$ cat config.mk
export PLATFORM = sky130hd
export DESIGN_NAME = sync_fifo_param
export DESIGN_NICKNAME = d
export VERILOG_FILES = /design/src/rtl/sync_fifo_param.sv
export SDC_FILE = /design/constraint.sdc
export NUM_CORES = 1
export LEC_CHECK = 0
export CAP_MARGIN = 20
export CORE_ASPECT_RATIO = 0.8
export CORE_UTILIZATION = 55
export CTS_CLUSTER_DIAMETER = 100
export DETAILED_ROUTE_END_ITERATION = 10
export PLACE_DENSITY = 0.79
export SYNTH_ARGS = -nofsm -noshare
export SYNTH_HDL_FRONTEND = slang
export SYNTH_SLANG_ARGS = --single-unit
export TNS_END_PERCENT = 10
$ cat constraint.sdc
create_clock -name w_clk -period 3.1 [get_ports w_clk]
set_clock_uncertainty 0.05 [all_clocks]
set_input_delay 0.775 -clock w_clk [delete_from_list [all_inputs] [get_ports w_clk]]
set_output_delay 0.775 -clock w_clk [all_outputs]
set_load 0.02 [all_outputs]
$ cat src/rtl/sync_fifo_param.sv
// Parametrised single-clock FIFO with a registered read port, occupancy count,
// programmable almost-full/almost-empty thresholds, sticky error flags and flush.
module sync_fifo_param #(
  parameter  int DATA_W    = 8,
  parameter  int DEPTH     = 16,
  parameter  int AFULL_TH  = DEPTH - 4,
  parameter  int AEMPTY_TH = 2,
  localparam int ADDR_W    = $clog2(DEPTH)
) (
  input  logic              w_clk,
  input  logic              rst,
  input  logic              flush,
  input  logic              wr_en,
  input  logic [DATA_W-1:0] wr_data,
  input  logic              rd_en,
  output logic [DATA_W-1:0] rd_data,
  output logic              rd_valid,
  output logic [ADDR_W:0]   count,
  output logic              full,
  output logic              empty,
  output logic              almost_full,
  output logic              almost_empty,
  output logic              overflow,
  output logic              underflow
);

  localparam logic [ADDR_W:0] DEPTH_C  = DEPTH[ADDR_W:0];
  localparam logic [ADDR_W:0] AFULL_C  = AFULL_TH[ADDR_W:0];
  localparam logic [ADDR_W:0] AEMPTY_C = AEMPTY_TH[ADDR_W:0];

  logic [DATA_W-1:0] mem_q [DEPTH];

  logic [ADDR_W:0]   wr_ptr_q, wr_ptr_d;
  logic [ADDR_W:0]   rd_ptr_q, rd_ptr_d;
  logic [ADDR_W:0]   count_q, count_d;
  logic [DATA_W-1:0] rd_data_q, rd_data_d;
  logic              rd_valid_q, rd_valid_d;
  logic              overflow_q, overflow_d;
  logic              underflow_q, underflow_d;
  logic              wa, ra;

  // Status flags depend on the count register alone, so they never glitch on requests.
  always_comb begin
    full         = (count_q == DEPTH_C);
    empty        = (count_q == '0);
    almost_full  = (count_q >= AFULL_C);
    almost_empty = (count_q <= AEMPTY_C);
  end

  assign wa = wr_en & ~full & ~flush;
  assign ra = rd_en & ~empty & ~flush;

  always_comb begin
    wr_ptr_d    = wr_ptr_q;
    rd_ptr_d    = rd_ptr_q;
    count_d     = count_q;
    rd_data_d   = rd_data_q;
    rd_valid_d  = 1'b0;
    overflow_d  = overflow_q;
    underflow_d = underflow_q;
    if (flush) begin
      wr_ptr_d    = '0;
      rd_ptr_d    = '0;
      count_d     = '0;
      overflow_d  = 1'b0;
      underflow_d = 1'b0;
    end else begin
      if (wa) wr_ptr_d = wr_ptr_q + 1'b1;
      if (ra) begin
        rd_ptr_d   = rd_ptr_q + 1'b1;
        rd_data_d  = mem_q[rd_ptr_q[ADDR_W-1:0]];
        rd_valid_d = 1'b1;
      end
      if (wa && !ra)      count_d = count_q + 1'b1;
      else if (ra && !wa) count_d = count_q - 1'b1;
      if (wr_en && full)  overflow_d  = 1'b1;
      if (rd_en && empty) underflow_d = 1'b1;
    end
  end

  always_ff @(posedge w_clk or posedge rst) begin
    if (rst) begin
      wr_ptr_q    <= '0;
      rd_ptr_q    <= '0;
      count_q     <= '0;
      rd_data_q   <= '0;
      rd_valid_q  <= 1'b0;
      overflow_q  <= 1'b0;
      underflow_q <= 1'b0;
    end else begin
      wr_ptr_q    <= wr_ptr_d;
      rd_ptr_q    <= rd_ptr_d;
      count_q     <= count_d;
      rd_data_q   <= rd_data_d;
      rd_valid_q  <= rd_valid_d;
      overflow_q  <= overflow_d;
      underflow_q <= underflow_d;
    end
  end

  // Storage is deliberately not reset; empty blocks any read of stale entries.
  always_ff @(posedge w_clk) begin
    if (wa) mem_q[wr_ptr_q[ADDR_W-1:0]] <= wr_data;
  end

  assign rd_data   = rd_data_q;
  assign rd_valid  = rd_valid_q;
  assign count     = count_q;
  assign overflow  = overflow_q;
  assign underflow = underflow_q;

endmodule

== Yosys cells after proc, flatten, opt, wreduce, memory -nomap -nowiden ==
Memories as Yosys holds them, arrays and structs flattened. A register that Yosys moved wholly into a read port is not among the register bits.
Index checks and enable logic that the tools add are counted.

* Add/sub/neg operators: 4
* Multipliers: 0
* Divide/modulo/power cells: 0
* $lt $le $gt $ge: 2
* Eq/ne operators: 1
* Shift operators: 0
* Mux-type cells: 15
* Bitwise operators: 7
* Reductions and logical operators: 13

{| class="wikitable"
|+ Operators with widths
! operator !! number
|-
| two-way mux 5 bit || 7
|-
| adder 5 x 1 -> 5 bit, second input constant || 3
|-
| two-way mux 1 bit || 8
|-
| nonzero test 2 bit || 4
|-
| equality test 5 bit, second input constant || 1
|-
| >= comparator 5 x 4 -> 1 bit, second input constant || 1
|-
| less-or-equal comparator 5 x 2 -> 1 bit, second input constant || 1
|-
| logical NOT 5 bit || 1
|-
| subtractor 5 x 1 -> 5 bit, second input constant || 1
|-
| bitwise AND 1 bit || 4
|-
| logical AND 1 bit || 4
|-
| inverter 1 bit || 3
|-
| nonzero test 3 bit || 1
|-
| logical NOT 1 bit || 2
|-
| AND reduction 2 bit || 1
|}

* Bits in registers: 18
* Latch bits: 0
* RAM bits: 128
* Bits in read-only memories: 0
* Output and inout bits: 20
* Logic and storage cells: 49
* Memories kept: 1

{| class="wikitable"
|+ Memories
! name !! depth !! width !! rd ports !! clocked after memory_dff !! write ports !! RTL line !! source
|-
| mem_q || 16 || 8 || 1 || 1 || 1 || 31 || <nowiki>logic [DATA_W-1:0] mem_q [DEPTH];</nowiki>
|}

== Longest topological paths before layout ==
Gate-level depths: netlist of run 1.

* Word-level depth: 9
* Gate-level depth with buffers: 10

== Worst setup path after synthesis of run 1 ==
OpenSTA, ideal clock, no wires.

* Path kind: register -> register
* Start: register count_q[0], in the netlist count[0]
* End: register count_q[4], in the netlist count[4]
* Library setup time: 81 ps
* Data arrival time: 2608 ps
* Path slack: 362 ps
* Cell stages (with the launch flop): 10
* Period minus slack after synthesis: 2738 ps
* Cell sequence: dfrtp_1 -> or4_4 -> o21ai_1 -> nand2_1 -> fa_1 -> a21o_1 -> a21oi_1 -> nand3_1 -> and3_1 -> nor3_2

* Cells in the longest elaborated chain, start to end: 8
* Elaborated cells between the ends (all ways): 18
* Those cells by class: add/sub (2); eq/ne (1); mux (3); bitwise (6); reduce/logical (6)

{| class="wikitable"
|+ RTL lines
! what !! RTL line !! source
|-
| from (decl) || 35 || <nowiki>logic [ADDR_W:0] count_q, count_d;</nowiki>
|-
| from (signal assigned) || 93 || <nowiki>count_q <= count_d;</nowiki>
|-
| parallel branches: the longest is 8 deep, another holds subtractor 5 x 1 -> 5 bit || n/a ||
|}

Parallel ways; which one is timed is not known. The select of a mux whose other input is x is not followed.
A chain may end at the register's enable or synchronous reset.

== Worst setup path after layout of run 1 ==
* Start: register count_q[3], in the netlist count[3]
* End: register count_q[4], in the netlist count[4]

The elaborated chain is that of the path after synthesis.

==> flow_metrics.py, run 1 <==
metrics = {
    "cells_and_area": {
        "layout_common_cells": "edfxtp_1 (128), mux4_2 (32), clkdlybuf4s50_1 (30)",
        "final_common_cell": "edfxtp_1",
        "n_antenna_cell": 0,
        "drive_gt1_share_pct": 22.2,
        "nFillCells": 732,
        "syn_to_final_growth_pct": 20.2,
        "finalNetCount": 425,
    },
    "clock_tree": {
        "clockBufferDepth": 2,
        "htreeDepth": 4,
        "cts_tree": "done",
        "clk_pin_slew_ps": 60,
        "clkSinkCount": 152,
        "numCtsBuffers": 17,
        "cts_root_buf": "clkbuf_16",
        "holdBufCountCts": 0,
        "insertion_delay_ps": 410,
    },
    "floorplan": {
        "coreArea_mm2": 0.0109,
        "start_util_pct": 56.5,
        "ios": 33,
        "dieWidth_um": 120,
        "die_area_mm2": 0.0116,
        "die_h_um": 96.6,
        "rows": 34,
    },
    "logic_synthesis": {
        "synth-simple-area-share_pct": 5.65,
        "yosys_register_bits": 152,
        "syn-cell-area_mm2": 0.00616,
        "synth_xor_area_share_pct": 1.14,
        "syn_nets": 361,
        "yosysWarnings": 0,
        "synth_mux_area_share_pct": 14.5,
        "ys_async_sr_fraction_pct": 15.8,
        "synth-compound-area-share_pct": 2.99,
        "synth_cell_types": 35,
        "synth_top_family_by_area": "multiplexers",
        "synthAdderAreaFrac_pct": 2.15,
        "syn_area_per_cell_um2": 18.2,
        "ys.flop_type": "edfxtp_1",
        "synth_edf_count": 128,
        "synthCells": 338,
        "seq_area_frac_synth_pct": 72.2,
    },
    "grt": {
        "antenna_found_initial": 0,
        "grt_pass1_wl_um": 19400,
        "grt_pass1_vias": 3495,
        "grt_usage_pct": 23.8,
        "grt_max_degree": 36,
        "gr-total-overflow": 0,
    },
    "drt": {
        "finalWirelength_um": 12600,
        "final_antenna_net_count": 0,
        "post_drt_via_cell_ratio": 6.01,
        "drt_first_pass_iters": 4,
        "wire_per_inst_um": 22.5,
        "drc": 0,
        "vias": 3352,
        "drt_iter0_markers": 353,
    },
    "sta": {
        "fin_tns_setup_ps": 0,
        "finalCriticalPeriod_ps": 2930,
        "hold_viol_final": 0,
        "slew_headroom_pct": 53.0,
        "worstMarginPinSlew_ps": 701,
        "setup_viol": 0,
        "drv_slew": 0,
        "whs_ps": 444,
        "period_share_pct": 94.5,
        "rsz0062_at_grt": "no",
        "fmax_ghz": 0.341,
    },
    "placed_design": {
        "gp_congestion": 0.852,
        "numPortBuffers": 32,
        "hpwl_um": 7630,
    },
    "job": {
        "drv_cap": 0,
    },
    "setup_path": {
        "end_kind": "flip-flop",
        "critical_path_class": "reg2reg",
        "reg2reg_setup_slack_ps": 170,
        "cp_max_fo": 7,
        "cp_data_required_time_ps": 3380,
        "startpoint_type": "flip-flop",
        "arrival_ps": 3210,
    },
    "pwr": {
        "p_per_area_mw_per_mm2": 795,
        "irDropWorstVdd_v": 0.000495,
        "p_leak_uw": 0.00254,
    },
    "run_status": {
        "status": "finished clean",
    },
    "worst_hold_path": {
        "hp-class": "reg2reg",
    },
}
==> power by group <==
part           switching [uW]  total (uW)  leakage (uW)  internal [uW]
combinational             733        1430      0.000793            702
sequential                126        2470       0.00147           2340
clock                     733        1990      0.000277           1250
total                    1590        5890       0.00254           4290
==> worst max-delay path, cell delays in order, from the launching register on <==
cell and delay, ps:
dfrtp_1 470, or4_4 560, o21ai_1 310, nand2_2 160, fa_1 440, a21o_1 190
a21oi_1 190, nand3_1 120, and3_1 200, nor3_2 140
==> per-stage QoR <==
| stage | setup WS [ps] | power, uW | std cells | instance area (um2) | utilization (%) |
|---|---|---|---|---|---|
| finish | 170 | 5890 | 558 | 7400 | 67.9 |
| global route | 15.4 | 6120 | 558 | 7400 | 67.9 |
| CTS | 38.4 | 5920 | 558 | 7390 | 67.9 |
| detailed placement | 44.2 | 3930 | 527 | 6820 | 62.6 |
| global placement | 118 | 3890 | 527 | 6820 | 62.6 |
| floorplan | 362 | 3410 | 338 | 6160 | - |
==> layer usage <==
metal  GRT usage, %  vias to the layer above  share of wire, %
li1               -                     1470                 -
met1           31.8                     1715                42
met2           37.1                      141                48
met3           6.78                       26               7.2
met4           9.59                        0               2.6
met5              0                        -                 0
==> repair_timing <==
action,4_1_cts,5_1_grt
buffers inserted,0,0
hold endpoints to repair,0,0
endpoints found under the setup margin,0,3
resized for setup,0,3
==> cells in the mapped netlist (3+ instances only) <==
master | n | area (um2)
ha_1 | 9 | 113
or3_1 | 3 | 18.8
xnor2_1 | 5 | 43.8
nand2_1 | 24 | 90.1
nand3_1 | 4 | 20.0
nor3_1 | 3 | 15.0
edfxtp_1 | 128 | 3840
nor4_1 | 3 | 18.8
mux2i_1 | 17 | 170
mux4_2 | 32 | 721
dfrtp_1 | 24 | 601
inv_1 | 6 | 22.5
xor2_1 | 3 | 26.3
nor2_1 | 24 | 90.1
o21ai_1 | 3 | 15.0
a21oi_1 | 7 | 35.0
buf_2 | 7 | 35.0
o221ai_1 | 8 | 70.1
clkbuf_1 | 7 | 26.3
==> logic make-up after synthesis <==
group	count (synthesis)
flip-flops	152
AND/OR/NAND/NOR	72
multiplexers	49
AO/OA/AOI/OAI	26
buffers and inverters	21
adder cells (fa/ha/maj)	10
XOR/XNOR	8
==> registers in the layout, summed over array words and instances (netlist names) <==
name,count
wr_ptr_q,4
rd_valid,1
mem_q,128
count,5
overflow,1
underflow,1
rd_ptr_q,4
rd_data,8
==> final timing paths <==
check	startpoint	end	cells after the start
min in group asynchronous	rst	underflow	3
min reg2reg	rd_data[0]	rd_data[0]	2
max	count[3]	count[4]	9
max reg2reg	count[3]	count[4]	9
min	rd_data[0]	rd_data[0]	2
max in group asynchronous	rst	rd_ptr_q[0]	3
==> layout make-up <==
cell class	count	area, um2	area share (%)
clock inverters	10	129	1.74
repair buffers	60	548	7.41
multi-input cells	165	1630	22.1
inverters	6	22.5	0.304
clock buffers	21	440	5.95
flip-flops and latches	152	4450	60.1
well taps	144	180	2.43
Power figures use the tool's default switching activity.
==> run 2, diff against run 1 <==
--- a/config.mk
+++ b/config.mk
@@ -8,6 +8,7 @@
 export CAP_MARGIN = 20
 export CORE_ASPECT_RATIO = 0.8
 export CORE_UTILIZATION = 55
+export CTS_BUF_LIST = sky130_fd_sc_hd__clkbuf_16
 export CTS_CLUSTER_DIAMETER = 100
 export DETAILED_ROUTE_END_ITERATION = 10
 export PLACE_DENSITY = 0.79
==> run 2 against run 1 <==
Sequential cell count unchanged. Clock-buffer cell count down 4. Die area did not move. Fmax increased by 0.11%. Wire length grew 0.49%. Largest power group unchanged. Power about the same.
==> flow_metrics.py, run 2 (same netlist as run 1, synthesis figures left out) <==
metrics = {
    "run_status": {
        "status": "finished clean",
    },
    "cells_and_area": {
        "layout.cells.non_filler": 558,
        "syn_to_final_growth_pct": 20.2,
        "n_antenna_cell": 0,
        "multi_input_comb_area_mm2": 0.00163,
        "layout_common_cells": "edfxtp_1 (128), mux4_2 (32), clkdlybuf4s50_1 (30)",
        "finalNetCount": 425,
        "register_area_mm2": 0.00445,
        "largest_reg_flops": 128,
        "nFillCells": 732,
        "drive_gt1_share_pct": 22.2,
        "final_common_cell": "edfxtp_1",
    },
    "sta": {
        "hold_viol_final": 0,
        "finalCriticalPeriod_ps": 2930,
        "rsz0062_at_grt": "no",
        "drv_slew": 0,
        "setup_viol": 0,
        "fin_tns_setup_ps": 0,
        "fmax_ghz": 0.342,
        "slew_headroom_pct": 53.0,
        "period_share_pct": 94.4,
        "worstMarginPinSlew_ps": 701,
    },
    "drt": {
        "final_antenna_net_count": 0,
        "drt_first_pass_iters": 4,
        "vias": 3347,
        "post_drt_via_cell_ratio": 6.00,
        "wire_per_inst_um": 22.6,
        "finalWirelength_um": 12600,
        "drc": 0,
        "drt_iter0_markers": 333,
    },
    "pwr": {
        "irDropWorstVdd_v": 0.000495,
        "p_per_area_mw_per_mm2": 795,
        "p_leak_uw": 0.00255,
    },
    "floorplan": {
        "rows": 34,
        "coreArea_mm2": 0.0109,
        "die_area_mm2": 0.0116,
        "start_util_pct": 56.5,
        "dieWidth_um": 120,
        "ios": 33,
        "die_h_um": 96.6,
    },
    "clock_tree": {
        "numCtsBuffers": 17,
        "cts_root_buf": "clkbuf_16",
        "clk_pin_slew_ps": 60,
        "cts_tree": "done",
        "clockBufferDepth": 2,
        "clkSinkCount": 152,
        "holdBufCountCts": 0,
        "insertion_delay_ps": 410,
        "htreeDepth": 4,
    },
    "worst_hold_path": {
        "min_path_cells": 2,
        "hp-class": "reg2reg",
    },
    "job": {
        "drv_cap": 0,
    },
    "placed_design": {
        "gp_congestion": 0.852,
        "numPortBuffers": 32,
        "dp.cells": 527,
        "hpwl_um": 7630,
    },
    "setup_path": {
        "end_kind": "flip-flop",
        "cp_data_required_time_ps": 3380,
        "critical_path_class": "reg2reg",
        "startpoint_type": "flip-flop",
        "arrival_ps": 3210,
        "cp_max_fo": 7,
        "worst_r2r_path_depth": 9,
    },
    "grt": {
        "use_met3_pct": 6.78,
        "grt_usage_pct": 23.8,
        "top_usage_layer": "met2",
        "use_met1_pct": 31.8,
        "grt.met2_usage_pct": 37.1,
        "grt_pass1_wl_um": 19400,
        "gr-total-overflow": 0,
        "antenna_found_initial": 0,
        "grt_max_degree": 36,
        "grt_pass1_vias": 3495,
    },
}
## run 2: cell types whose count changed in the layout (fill, tap and decap cells not counted)
cell / delta
clkbuf_1: -4
inv_1: +4
## run 2: final cells by class
class,instances,share of cell area [%]
multi-input combinational,165,22.1
timing repair buffer,60,7.41
clock buffer,17,5.75
tap,144,2.43
inverter,6,0.304
clock inverter,14,1.94
sequential,152,60.1
## run 2: critical path, cell delays in order, from the launching register on
cell	delay, ps
dfrtp_1	470
or4_4	560
o21ai_1	310
nand2_2	160
fa_1	440
a21o_1	190
a21oi_1	190
nand3_1	120
and3_1	200
nor3_2	140
## run 2: final timing paths
path	start	endpoint	slack (ps)
max in group asynchronous	rst	rd_ptr_q[0]	2070
hold reg to reg	rd_data[0]	rd_data[0]	450
setup / recovery	count[3]	count[4]	170
setup reg to reg	count[3]	count[4]	170
min in group asynchronous	rst	underflow	660
hold / removal	rd_data[0]	rd_data[0]	450
## run 2: repair_timing
item,CTS,global route
endpoints found under the hold margin,0,0
buffers inserted,0,0
resized for setup,0,3
endpoints found under the setup margin,0,3
## run 2: report_power, final
part	switching, uW	internal [uW]	total, uW
sequential	127	2340	2470
clock	740	1240	1980
combinational	734	702	1440
## run 2: metrics by stage
stage / utilization [%] / setup WS (ps) / instance area (um2) / hold WS (ps) / total power [uW]
3_3_place_gp: 62.6 / 118 / 6820 / 424 / 3890
2_1_floorplan: - / 362 / 6160 / 470 / 3410
4_1_cts: 67.9 / 38.4 / 7390 / 443 / 5910
3_5_place_dp: 62.6 / 44.2 / 6820 / 431 / 3930
6_report: 67.9 / 173 / 7400 / 445 / 5880
5_1_grt: 67.9 / 15.4 / 7400 / 481 / 6110
## run 2: metal layers
metal,vias up,wire (um)
li1,1468,-
met1,1713,5390
met2,132,6030
met3,34,821
met4,0,382
met5,-,0
==> run 3, diff against run 2 <==
--- a/config.mk
+++ b/config.mk
@@ -5,13 +5,15 @@
 export SDC_FILE = /design/constraint.sdc
 export NUM_CORES = 1
 export LEC_CHECK = 0
+export ABC_AREA = 1
 export CAP_MARGIN = 20
 export CORE_ASPECT_RATIO = 0.8
 export CORE_UTILIZATION = 55
 export CTS_BUF_LIST = sky130_fd_sc_hd__clkbuf_16
 export CTS_CLUSTER_DIAMETER = 100
 export DETAILED_ROUTE_END_ITERATION = 10
-export PLACE_DENSITY = 0.79
+export DONT_BUFFER_PORTS = 1
+export PLACE_DENSITY = 0.75
 export SYNTH_ARGS = -nofsm -noshare
 export SYNTH_HDL_FRONTEND = slang
 export SYNTH_SLANG_ARGS = --single-unit
==> run 3 against run 2 <==
Critical path depth is 4 higher. Clock power is 8% higher. Global-route usage up 3.0 points. First-iteration DRC count up 68%. Clock-buffer cell count stayed put. Register-to-register slack better by 390 ps. Fmax up 15%. Final area shrank 1.0%. Hold slack worse by 83 ps. Highest routed layer unchanged.
==> flow_metrics.py, run 3 <==
metrics = {
    "drt": {
        "post_drt_via_cell_ratio": 5.77,
        "drc": 0,
        "final_antenna_net_count": 0,
        "vias": 4407,
        "finalWirelength_um": 15200,
        "drt_iter0_markers": 558,
        "wire_per_inst_um": 19.9,
        "drt_first_pass_iters": 5,
    },
    "sta": {
        "finalCriticalPeriod_ps": 2540,
        "worstMarginPinSlew_ps": 920,
        "drv_slew": 0,
        "fmax_ghz": 0.393,
        "whs_ps": 362,
        "fin_tns_setup_ps": 0,
        "setup_viol": 0,
        "period_share_pct": 82.0,
        "rsz0062_at_grt": "no",
        "slew_headroom_pct": 38.6,
        "hold_viol_final": 0,
    },
    "logic_synthesis": {
        "synth_most_common_cell": "edfxtp_1",
        "syn_nets": 617,
        "netlist_top_cells_count": "edfxtp_1 (128), nand2_1 (124), nor2_1 (107)",
        "synthTopCellsByArea": "edfxtp_1 (59%), dfrtp_1 (9.2%), nand2_1 (7.1%)",
        "yosys.area.top_type": "edfxtp_1",
        "syn-cell-area_mm2": 0.00656,
        "synth_edf_count": 128,
        "synth.top_cell.area_share_pct": 58.6,
        "ys.flop_type": "edfxtp_1",
        "yosysWarnings": 0,
        "seq_area_frac_synth_pct": 67.7,
        "yosys_register_bits": 152,
        "syn_area_per_cell_um2": 11.0,
        "ys_async_sr_fraction_pct": 15.8,
        "synth_cell_types": 28,
        "synthCells": 594,
    },
    "clock_tree": {
        "holdBufCountCts": 0,
        "cts_root_buf": "clkbuf_16",
        "ctsResizeCount": 0,
        "insertion_delay_ps": 430,
        "cts_tree": "done",
        "clk_pin_slew_ps": 60,
        "numCtsBuffers": 17,
        "post_cts_buffers": 0,
        "clockBufferDepth": 2,
        "clkSinkCount": 152,
        "htreeDepth": 4,
    },
    "setup_path": {
        "cpMostUsedCell": "nand2_1",
        "r2r_start": "count[0]",
        "startpoint_type": "flip-flop",
        "critical_path_class": "reg2reg",
        "arrival_ps": 2810,
        "cp_data_required_time_ps": 3370,
        "cp_max_fo": 11,
        "end_kind": "flip-flop",
        "path_cells": "nor2_2, nand3_2, nand3_2, nand2_4, fa_1, nand3_1, nand3_1, nand2_1, inv_1, nand2_1, nand2_1, nand2_1, nand2_1",
        "slowest_stage": "dfrtp_1",
        "startpoint": "count[0]",
        "crit_path_max_incr_delay_ps": 550,
    },
    "pwr": {
        "p_total_uw": 5950,
        "p_per_area_mw_per_mm2": 813,
        "p_leak_uw": 0.00279,
        "irDropWorstVdd_v": 0.000459,
    },
    "grt": {
        "grt_pass1_wl_um": 23300,
        "use_met3_pct": 6.71,
        "grt_usage_pct": 26.8,
        "grt.met2_usage_pct": 40.8,
        "use_met1_pct": 37.0,
        "top_usage_layer": "met2",
        "gr-total-overflow": 0,
        "antenna_found_initial": 0,
        "grt_max_degree": 60,
        "grt_pass1_vias": 4275,
    },
    "floorplan": {
        "dieWidth_um": 124,
        "die_area_mm2": 0.0124,
        "die_h_um": 99.7,
        "start_util_pct": 56.8,
        "ios": 33,
        "coreArea_mm2": 0.0116,
        "rows": 35,
    },
    "cells_and_area": {
        "n_antenna_cell": 0,
        "drive_gt1_share_pct": 11.2,
        "syn_to_final_growth_pct": 11.6,
        "largest_reg_flops": 128,
        "final_common_cell": "edfxtp_1",
        "finalNetCount": 626,
        "layout_common_cells": "edfxtp_1 (128), nand2_1 (124), nor2_1 (107)",
    },
    "worst_hold_path": {
        "hp-start": "flush",
        "hp-class": "in2reg",
    },
    "placed_design": {
        "hpwl_um": 9400,
        "gp_congestion": 0.854,
        "numPortBuffers": 0,
    },
    "run_status": {
        "status": "finished clean",
    },
    "job": {
        "drv_cap": 0,
    },
}
run 3: changes by cell type after synthesis, moves of 23 or more:
cell,before,now
nor2_1,24,107
o21ai_0,0,23
mux4_2,32,0
o21ai_1,3,36
nand3_1,4,56
nand2_1,24,124
run 3: worst paths after layout:
kind	slack (ps)	depth (start not counted)	end
worst max-delay path	560	13	count[4]
worst min-delay path	360	1	underflow
worst max register to register	560	13	count[4]
worst min register to register	590	2	rd_data[1]
max in group asynchronous	1990	1	rd_ptr_q[0]
min in group asynchronous	380	1	rd_valid
run 3: per-stage QoR:
| step | cell area [um2] | cells | utilization [%] | setup slack (ps) |
|---|---|---|---|---|
| after floorplan | 6560 | 594 | - | 768 |
| after global placement | 6710 | 732 | 58.0 | 743 |
| after detailed placement | 6710 | 732 | 58.0 | 608 |
| after CTS | 7320 | 764 | 63.4 | 587 |
| after global routing | 7320 | 764 | 63.4 | 412 |
| final | 7320 | 764 | 63.4 | 558 |
run 3: logic make-up after synthesis:
family                   Yosys count  share of synthesized area (%)
buffers and inverters             49                           4.14
AND/OR/NAND/NOR                  314                           20.7
adder cells (fa/ha/maj)           10                           2.02
flip-flops                       152                           67.7
XOR/XNOR                           3                          0.400
AO/OA/AOI/OAI                     66                           5.03
run 3: power by group:
group,internal [uW],switching [uW]
sequential,2340,235
clock,1280,853
combinational,392,851
run 3: final cells by class:
| type | instances | area (um2) |
|---|---|---|
| Timing Repair Buffer | 18 | 148 |
| Fill cell | 849 | 4240 |
| Multi-Input combinational cell | 393 | 1850 |
| Clock buffer | 17 | 425 |
| Sequential cell | 152 | 4450 |
| Tap cell | 148 | 185 |
| Clock inverter | 15 | 193 |
| Inverter | 21 | 81.3 |
run 3: worst max-delay path, delay by kind of cell (launching register included):
family	cells	cell delay [ps]
and+or+nand+nor	11	1360
DFF	1	550
adders and majority gates	1	430
buffers and inverters	1	40
run 3: layer usage:
metal	wire [um]	up-vias
met2	7230	192
met5	0	-
met4	298	0
met1	6420	2132
li1	-	2051
met3	1220	32
